--- src/rtl/multicycle_ctrl.sv ---
// multicycle_ctrl -- multicycle instruction-sequencing controller.
//
// Walks every instruction through FETCH -> DECODE -> EXEC -> [MEM] -> [WB]
// and produces the datapath enables and mux selects. Mux selects are decoded
// from the instruction register in every state. Enables are asserted only in
// the states that use them. Illegal classes park the FSM in TRAP until reset.
//
// Ports:
//   clk, reset              clock, asynchronous active-high reset
//   inst[31:0]              memory read data, captured into ir in FETCH
//   mem_ready               memory access completes this cycle
//   cmd_flag                ALU condition result for branches
//   src_index1/2, dst_index register indices (ir[19:16] / ir[15:12] / ir[23:20])
//   imm[15:0]               immediate field ir[15:0]
//   alu_op[4:0], alu_mux, dstdata_mux, nextpc_mux   datapath selects
//   mem_rd_en, mem_wrt_en, reg_wrt_en, pc_wrt_en, ir_load   enables
//   state[2:0], trap        current FSM state, sticky error flag
//
// Option: MULTICYCLE_CTRL_MEM_TIMEOUT_EN adds an 8-bit wait counter. It traps
// a memory access in FETCH or MEM after 255 consecutive not-ready cycles.
module multicycle_ctrl (
  input  logic        clk,
  input  logic        reset,
  input  logic [31:0] inst,
  input  logic        mem_ready,
  input  logic        cmd_flag,
  output logic [3:0]  src_index1,
  output logic [3:0]  src_index2,
  output logic [3:0]  dst_index,
  output logic [15:0] imm,
  output logic [4:0]  alu_op,
  output logic [1:0]  alu_mux,
  output logic [1:0]  dstdata_mux,
  output logic [1:0]  nextpc_mux,
  output logic        mem_rd_en,
  output logic        mem_wrt_en,
  output logic        reg_wrt_en,
  output logic        pc_wrt_en,
  output logic        ir_load,
  output logic [2:0]  state,
  output logic        trap
);

  typedef enum logic [2:0] {
    S_FETCH  = 3'd0,
    S_DECODE = 3'd1,
    S_EXEC   = 3'd2,
    S_MEM    = 3'd3,
    S_WB     = 3'd4,
    S_TRAP   = 3'd7
  } state_t;

  state_t      state_q, state_d;
  logic [31:0] ir_q, ir_d;
  logic [3:0]  cls;
  logic        is_alu, is_cmp, is_lw, is_sw, is_br, is_jal, legal;
  logic        rd, wr, rw, pw, ld;
  logic        timeout;

  assign cls    = ir_q[31:28];
  assign is_alu = (cls == 4'hC) || (cls == 4'h4);
  assign is_cmp = (cls == 4'hD) || (cls == 4'h5);
  assign is_lw  = (cls == 4'h7);
  assign is_sw  = (cls == 4'h3);
  assign is_br  = (cls == 4'h2);
  assign is_jal = (cls == 4'h6);
  assign legal  = is_alu | is_cmp | is_lw | is_sw | is_br | is_jal;

  assign src_index1 = ir_q[19:16];
  assign src_index2 = ir_q[15:12];
  assign dst_index  = ir_q[23:20];
  assign imm        = ir_q[15:0];

  always_comb begin
    alu_op      = 5'b00000;
    alu_mux     = 2'b00;
    dstdata_mux = 2'b00;
    nextpc_mux  = 2'b00;
    if (is_alu) alu_op = {1'b0, ir_q[27:24]};
    if (is_cmp || is_br) alu_op = {1'b1, ir_q[27:24]};
    if (is_lw || is_sw || is_jal) alu_op = 5'b00001;
    if (cls == 4'h4 || cls == 4'h5 || is_lw || is_sw || is_jal) alu_mux = 2'b01;
    if (is_lw)  dstdata_mux = 2'b01;
    if (is_jal) dstdata_mux = 2'b10;
    // Branch target is only taken when the ALU condition holds.
    if (is_br)  nextpc_mux = cmd_flag ? 2'b01 : 2'b00;
    if (is_jal) nextpc_mux = 2'b10;
  end

`ifdef MULTICYCLE_CTRL_MEM_TIMEOUT_EN
  logic [7:0] wait_q, wait_d;

  assign timeout = (wait_q == 8'hFF);

  // Any state change clears the count, so it restarts on entry to FETCH/MEM.
  always_comb begin
    wait_d = wait_q;
    if (state_d != state_q)
      wait_d = 8'd0;
    else if ((state_q == S_FETCH || state_q == S_MEM) && !mem_ready)
      wait_d = wait_q + 8'd1;
  end

  always_ff @(posedge clk or posedge reset) begin
    if (reset) wait_q <= 8'd0;
    else       wait_q <= wait_d;
  end
`else
  assign timeout = 1'b0;
`endif

  always_comb begin
    state_d = state_q;
    rd = 1'b0;
    wr = 1'b0;
    rw = 1'b0;
    pw = 1'b0;
    ld = 1'b0;
    case (state_q)
      S_FETCH: begin
        rd = 1'b1;
        if (timeout) state_d = S_TRAP;
        else if (mem_ready) begin
          ld      = 1'b1;
          state_d = S_DECODE;
        end
      end
      S_DECODE: state_d = legal ? S_EXEC : S_TRAP;
      S_EXEC: begin
        if (is_br) begin
          pw      = 1'b1;
          state_d = S_FETCH;
        end else if (is_lw || is_sw) state_d = S_MEM;
        else                         state_d = S_WB;
      end
      S_MEM: begin
        rd = is_lw;
        wr = is_sw;
        if (timeout) state_d = S_TRAP;
        else if (mem_ready) begin
          pw      = is_sw;
          state_d = is_sw ? S_FETCH : S_WB;
        end
      end
      S_WB: begin
        rw      = 1'b1;
        pw      = 1'b1;
        state_d = S_FETCH;
      end
      S_TRAP:  state_d = S_TRAP;
      default: state_d = S_TRAP;
    endcase
  end

  assign ir_d = ld ? inst : ir_q;

  always_ff @(posedge clk or posedge reset) begin
    if (reset) begin
      state_q <= S_FETCH;
      ir_q    <= 32'd0;
    end else begin
      state_q <= state_d;
      ir_q    <= ir_d;
    end
  end

  // Reset kills enables combinationally so an aborted access never writes.
  assign mem_rd_en  = rd & ~reset;
  assign mem_wrt_en = wr & ~reset;
  assign reg_wrt_en = rw & ~reset;
  assign pc_wrt_en  = pw & ~reset;
  assign ir_load    = ld & ~reset;
  assign state      = state_q;
  assign trap       = (state_q == S_TRAP);

endmodule

--- config.mk ---
export PLATFORM = sky130hd
export DESIGN_NAME = multicycle_ctrl
export DESIGN_NICKNAME = d
export VERILOG_FILES = /design/src/rtl/multicycle_ctrl.sv
export SDC_FILE = /design/constraint.sdc
export NUM_CORES = 1
export LEC_CHECK = 0
export BUFFER_PORTS_ARGS = -buffer_cell sky130_fd_sc_hd__buf_2
export CAP_MARGIN = 10
export CORE_AREA = 2 2 64 66
export CTS_CLUSTER_DIAMETER = 60
export DETAILED_ROUTE_END_ITERATION = 10
export DIE_AREA = 0 0 66 68
export GPL_TIMING_DRIVEN = 0
export PLACE_DENSITY = 0.86
export SETUP_SLACK_MARGIN = 0.5
export SYNTH_ARGS = -nofsm -noshare
export SYNTH_HDL_FRONTEND = slang
export SYNTH_SLANG_ARGS = --single-unit
--- constraint.sdc ---
create_clock -name clk -period 3.7 [get_ports clk]
set_input_delay 0.74 -clock clk [delete_from_list [all_inputs] [get_ports clk]]
set_output_delay 0.74 -clock clk [all_outputs]
set_load 0.01 [all_outputs]
==> qor.csv <==
stage,metric,value,unit
timing,Worst Skew,0.00381,ns
clocking,CTS resizes,0,
timing,"Setup violations, final",0,
yosys,Synth Flop Type,dfrtp_1,
timing,Tightest Pin Transition,0.682,ns
die,core area,3860,um^2
timing,fmax,0.370,GHz
final_layout,final net count,289,
power,LEAKAGE,1.33,nW
worst_setup_path,Worst EP required,2.96,ns
worst_setup_path,Crit Path Max Fanout,8,
global_routing,Tot GR Track Use,16.3,%
yosys,Post-synth ARST share,100,%
clocking,Post-CTS Setup Bufs,0,
worst_setup_path,Crit-path slowest cell,nor4b_1,
yosys,Netlist cell types,31,
placement,Placer Congestion,0.835,
global_routing,largest net degree at the start of global routing,25,
clocking,# hold bufs at CTS,0,
hold_path,Worst Hold Depth,1,
placement,placed cells,296,
hold_path,Worst Hold Launch,ir_q[19]$_DFFE_PP0N_,
drt,Total Wirelength,3560,um
drt,via count,1467,
timing,fin. max-slew vios,0,
final_layout,filler cell count,349,
clocking,Skew-Pair Late Insertion Delay,0.27,ns
clocking,TritonCTS Sinks,35,
power,Sw Ratio,23.4,%
timing,setup TNS,0,ns
worst_setup_path,"reg-to-reg slack, setup",1.81,ns
final_layout,layout cells sized above 1,61.8,%
run_status,status,finished clean,
yosys,Seq cells post-synth,35,
worst_setup_path,WP data arrival,1.96,ns
clocking,CTS tree,yes,
die,Initial Util,48.0,%
power,Switch Pwr,0.184,mW
drt,DRC,0,
power,Worst VDD drop,0.252,mV
worst_setup_path,biggest cell delay along the critical path,0.64,ns
yosys,Mapped Nets,199,
worst_setup_path,"Cell Chain, Critical Path",clkbuf_1 -> nor4b_1 -> a21oi_1 -> nor2b_1 -> buf_2,
clocking,H-tree depth,2,
yosys,Post-synth EDFFs,0,
die,Die ar.,4490,um^2
placement,post-DP HPWL,2890,um
power,internal power,0.602,mW
worst_setup_path,r2r worst-path depth,4,
yosys,Synth Cell Area,1850,um^2
flow_run,Max Cap Viol,0,
timing,minimum clock period,2.70,ns
power,clock share of power,32.1,%
global_routing,vias in the first global route,1311,
yosys,synth warn,0,
final_layout,diodes inserted,0,
timing,fin crit share,73.1,%
timing,RSZ-0062 raised after global routing,no,
timing,final number of hold-violating endpoints,0,
worst_setup_path,cell family with most CP delay,simple AND/OR/NAND/NOR gates,
drt,routed len/inst,11.7,um
yosys,Area contributors post-synth,"dfrtp_1 47%, mux2_2 17%, buf_4 13%",
clocking,clk buf depth,2,
worst_setup_path,WP buf/inv,2,
yosys,register area share after synthesis,47.3,%
worst_setup_path,CP Launch Type,flip-flop,
clocking,Num CTS Buffers,5,
hold_path,min-delay worst type,reg2reg,
die,I/O pin cnt,84,
yosys,"area leader, netlist",dfrtp_1,
drt,DR vias/cell,4.83,
placement,Port Buffers,82,
die,die height,68,um
final_layout,Non-Filler Instances,304,
yosys,Mapped Cells,163,
worst_setup_path,worst flop-to-flop path endpoint,ir_q[15]$_DFFE_PP0N_,
global_routing,initial antenna violation count,0,
worst_setup_path,WS Path Type,reg2out,
final_layout,P&R area growth vs syn,31.4,%
worst_setup_path,Crit. End Element,output pin,
timing,Slew HR,54.3,%
clocking,clk root buf,clkbuf_8,
yosys,Synth Area per Inst,11.4,um^2
die,DIE WIDTH,66,um
global_routing,first-pass GRT wire length,5650,um
power,Gate power share,15.5,%
die,std cell rows,23,
global_routing,grt ovf,0,
drt,DRT iter0 DRCs,55,
hold_path,hold-critical path endpoint,ir_q[19]$_DFFE_PP0N_,
drt,"antenna viol nets, final",0,
drt,First-pass DRT Iterations,4,
worst_setup_path,reg-to-reg critical path startpoint,state[2]$_DFFE_PP0P_,
clocking,clock-pin slew on the worst setup and hold paths,0.07,ns
power,power share of the sequential group,52.3,%
power,PD cells,323,nW/um^2
yosys,Yosys top cell area share,47.3,%
## area by class of cell
class	instances	area (um^2)	share of cell area, %
tap	50	62.6	2.57
clock buffer	7	76.3	3.14
timing repair buffer	83	438	18.0
buffer	39	295	12.1
inverter	7	26.3	1.08
sequential	35	876	36.0
multi-input combinational	82	653	26.9
clock inverter	1	5.00	0.206
## cells in the mapped netlist, drive strengths merged, types with 2 or more instances
cell and n:
nand2b 2, buf 37, and2 3, clkbuf 2, mux2 29, a221oi 2
nand2 6, and3b 2, nor3 3, inv 7, nor4b 2, o21ai 7
a21oi 2, a31oi 3, dfrtp 35, nor2b 4, nor2 7
## worst max-delay path by stage
| stage | start | end | slack [ns] | cells after the start |
|---|---|---|---|---|
| finish | ir_q[30]$_DFFE_PP0N_ | alu_op[2] | 1.0 | 5 |
| global route | ir_q[29]$_DFFE_PP0N_ | alu_op[2] | 0.80 | 5 |
| CTS | ir_q[30]$_DFFE_PP0N_ | alu_op[2] | 0.97 | 5 |
| detailed placement | mem_ready | ir_load | 1.01 | 5 |
| global placement | reset | ir_load | 0.66 | 4 |
| floorplan | reset | ir_load | 1.19 | 2 |
## cells in the final DEF, fill, tap and decap left out, types with 2 or more instances in the layout
cell / count
nor3_1: 3
nand2_1: 6
and2_1: 3
a221oi_1: 2
clkbuf_8: 5
mux2_2: 28
a31oi_1: 3
buf_6: 4
clkbuf_1: 4
a21oi_1: 2
o21ai_0: 7
inv_1: 7
buf_4: 31
buf_2: 84
and3b_1: 2
nand2b_1: 2
dfrtp_1: 35
nor2_1: 7
nor2b_1: 4
## state kept, by name, summed over array words and instances, names as in the netlist
register	count
ir_q	32
state	3
## layer usage
metal  part of all wire (%)  vias to the layer above  track usage (%)
met3                    6.5                        0             3.45
met4                      0                        0             5.87
met1                     41                      704             19.8
met2                     53                       54             28.8
met5                      0                        -                0
li1                       -                      709                -
## power by group through the flow
stage	clock, mW	sequential [mW]	combinational, mW
2_1_floorplan	0	0.416	0.0733
3_3_place_gp	0	0.418	0.117
3_5_place_dp	0	0.419	0.124
4_1_cts	0.268	0.412	0.124
5_1_grt	0.283	0.414	0.135
6_report	0.253	0.412	0.122
## cell families after synthesis
| family | after synthesis | synth area share [%] |
|---|---|---|
| muxes | 29 | 17.6 |
| and+or+nand+nor | 32 | 10.5 |
| AOI/OAI and AO/OA | 20 | 6.97 |
| DFF | 35 | 47.3 |
| buffers and inverters | 46 | 17.4 |
| other | 1 | 0.203 |
## per-stage QoR
step | hold slack (ns) | power (mW) | area, um^2 | utilization (%) | setup slack [ns]
floorplan | 0.459 | 0.489 | 1850 | - | 1.19
global placement | 0.471 | 0.535 | 2320 | 60.3 | 0.661
detailed placement | 0.477 | 0.542 | 2350 | 61.0 | 1.01
CTS | 0.493 | 0.803 | 2430 | 63.1 | 0.973
global route | 0.499 | 0.831 | 2430 | 63.1 | 0.804
finish | 0.487 | 0.786 | 2430 | 63.1 | 0.996
Note: power is estimated with default switching activity, not from simulation.
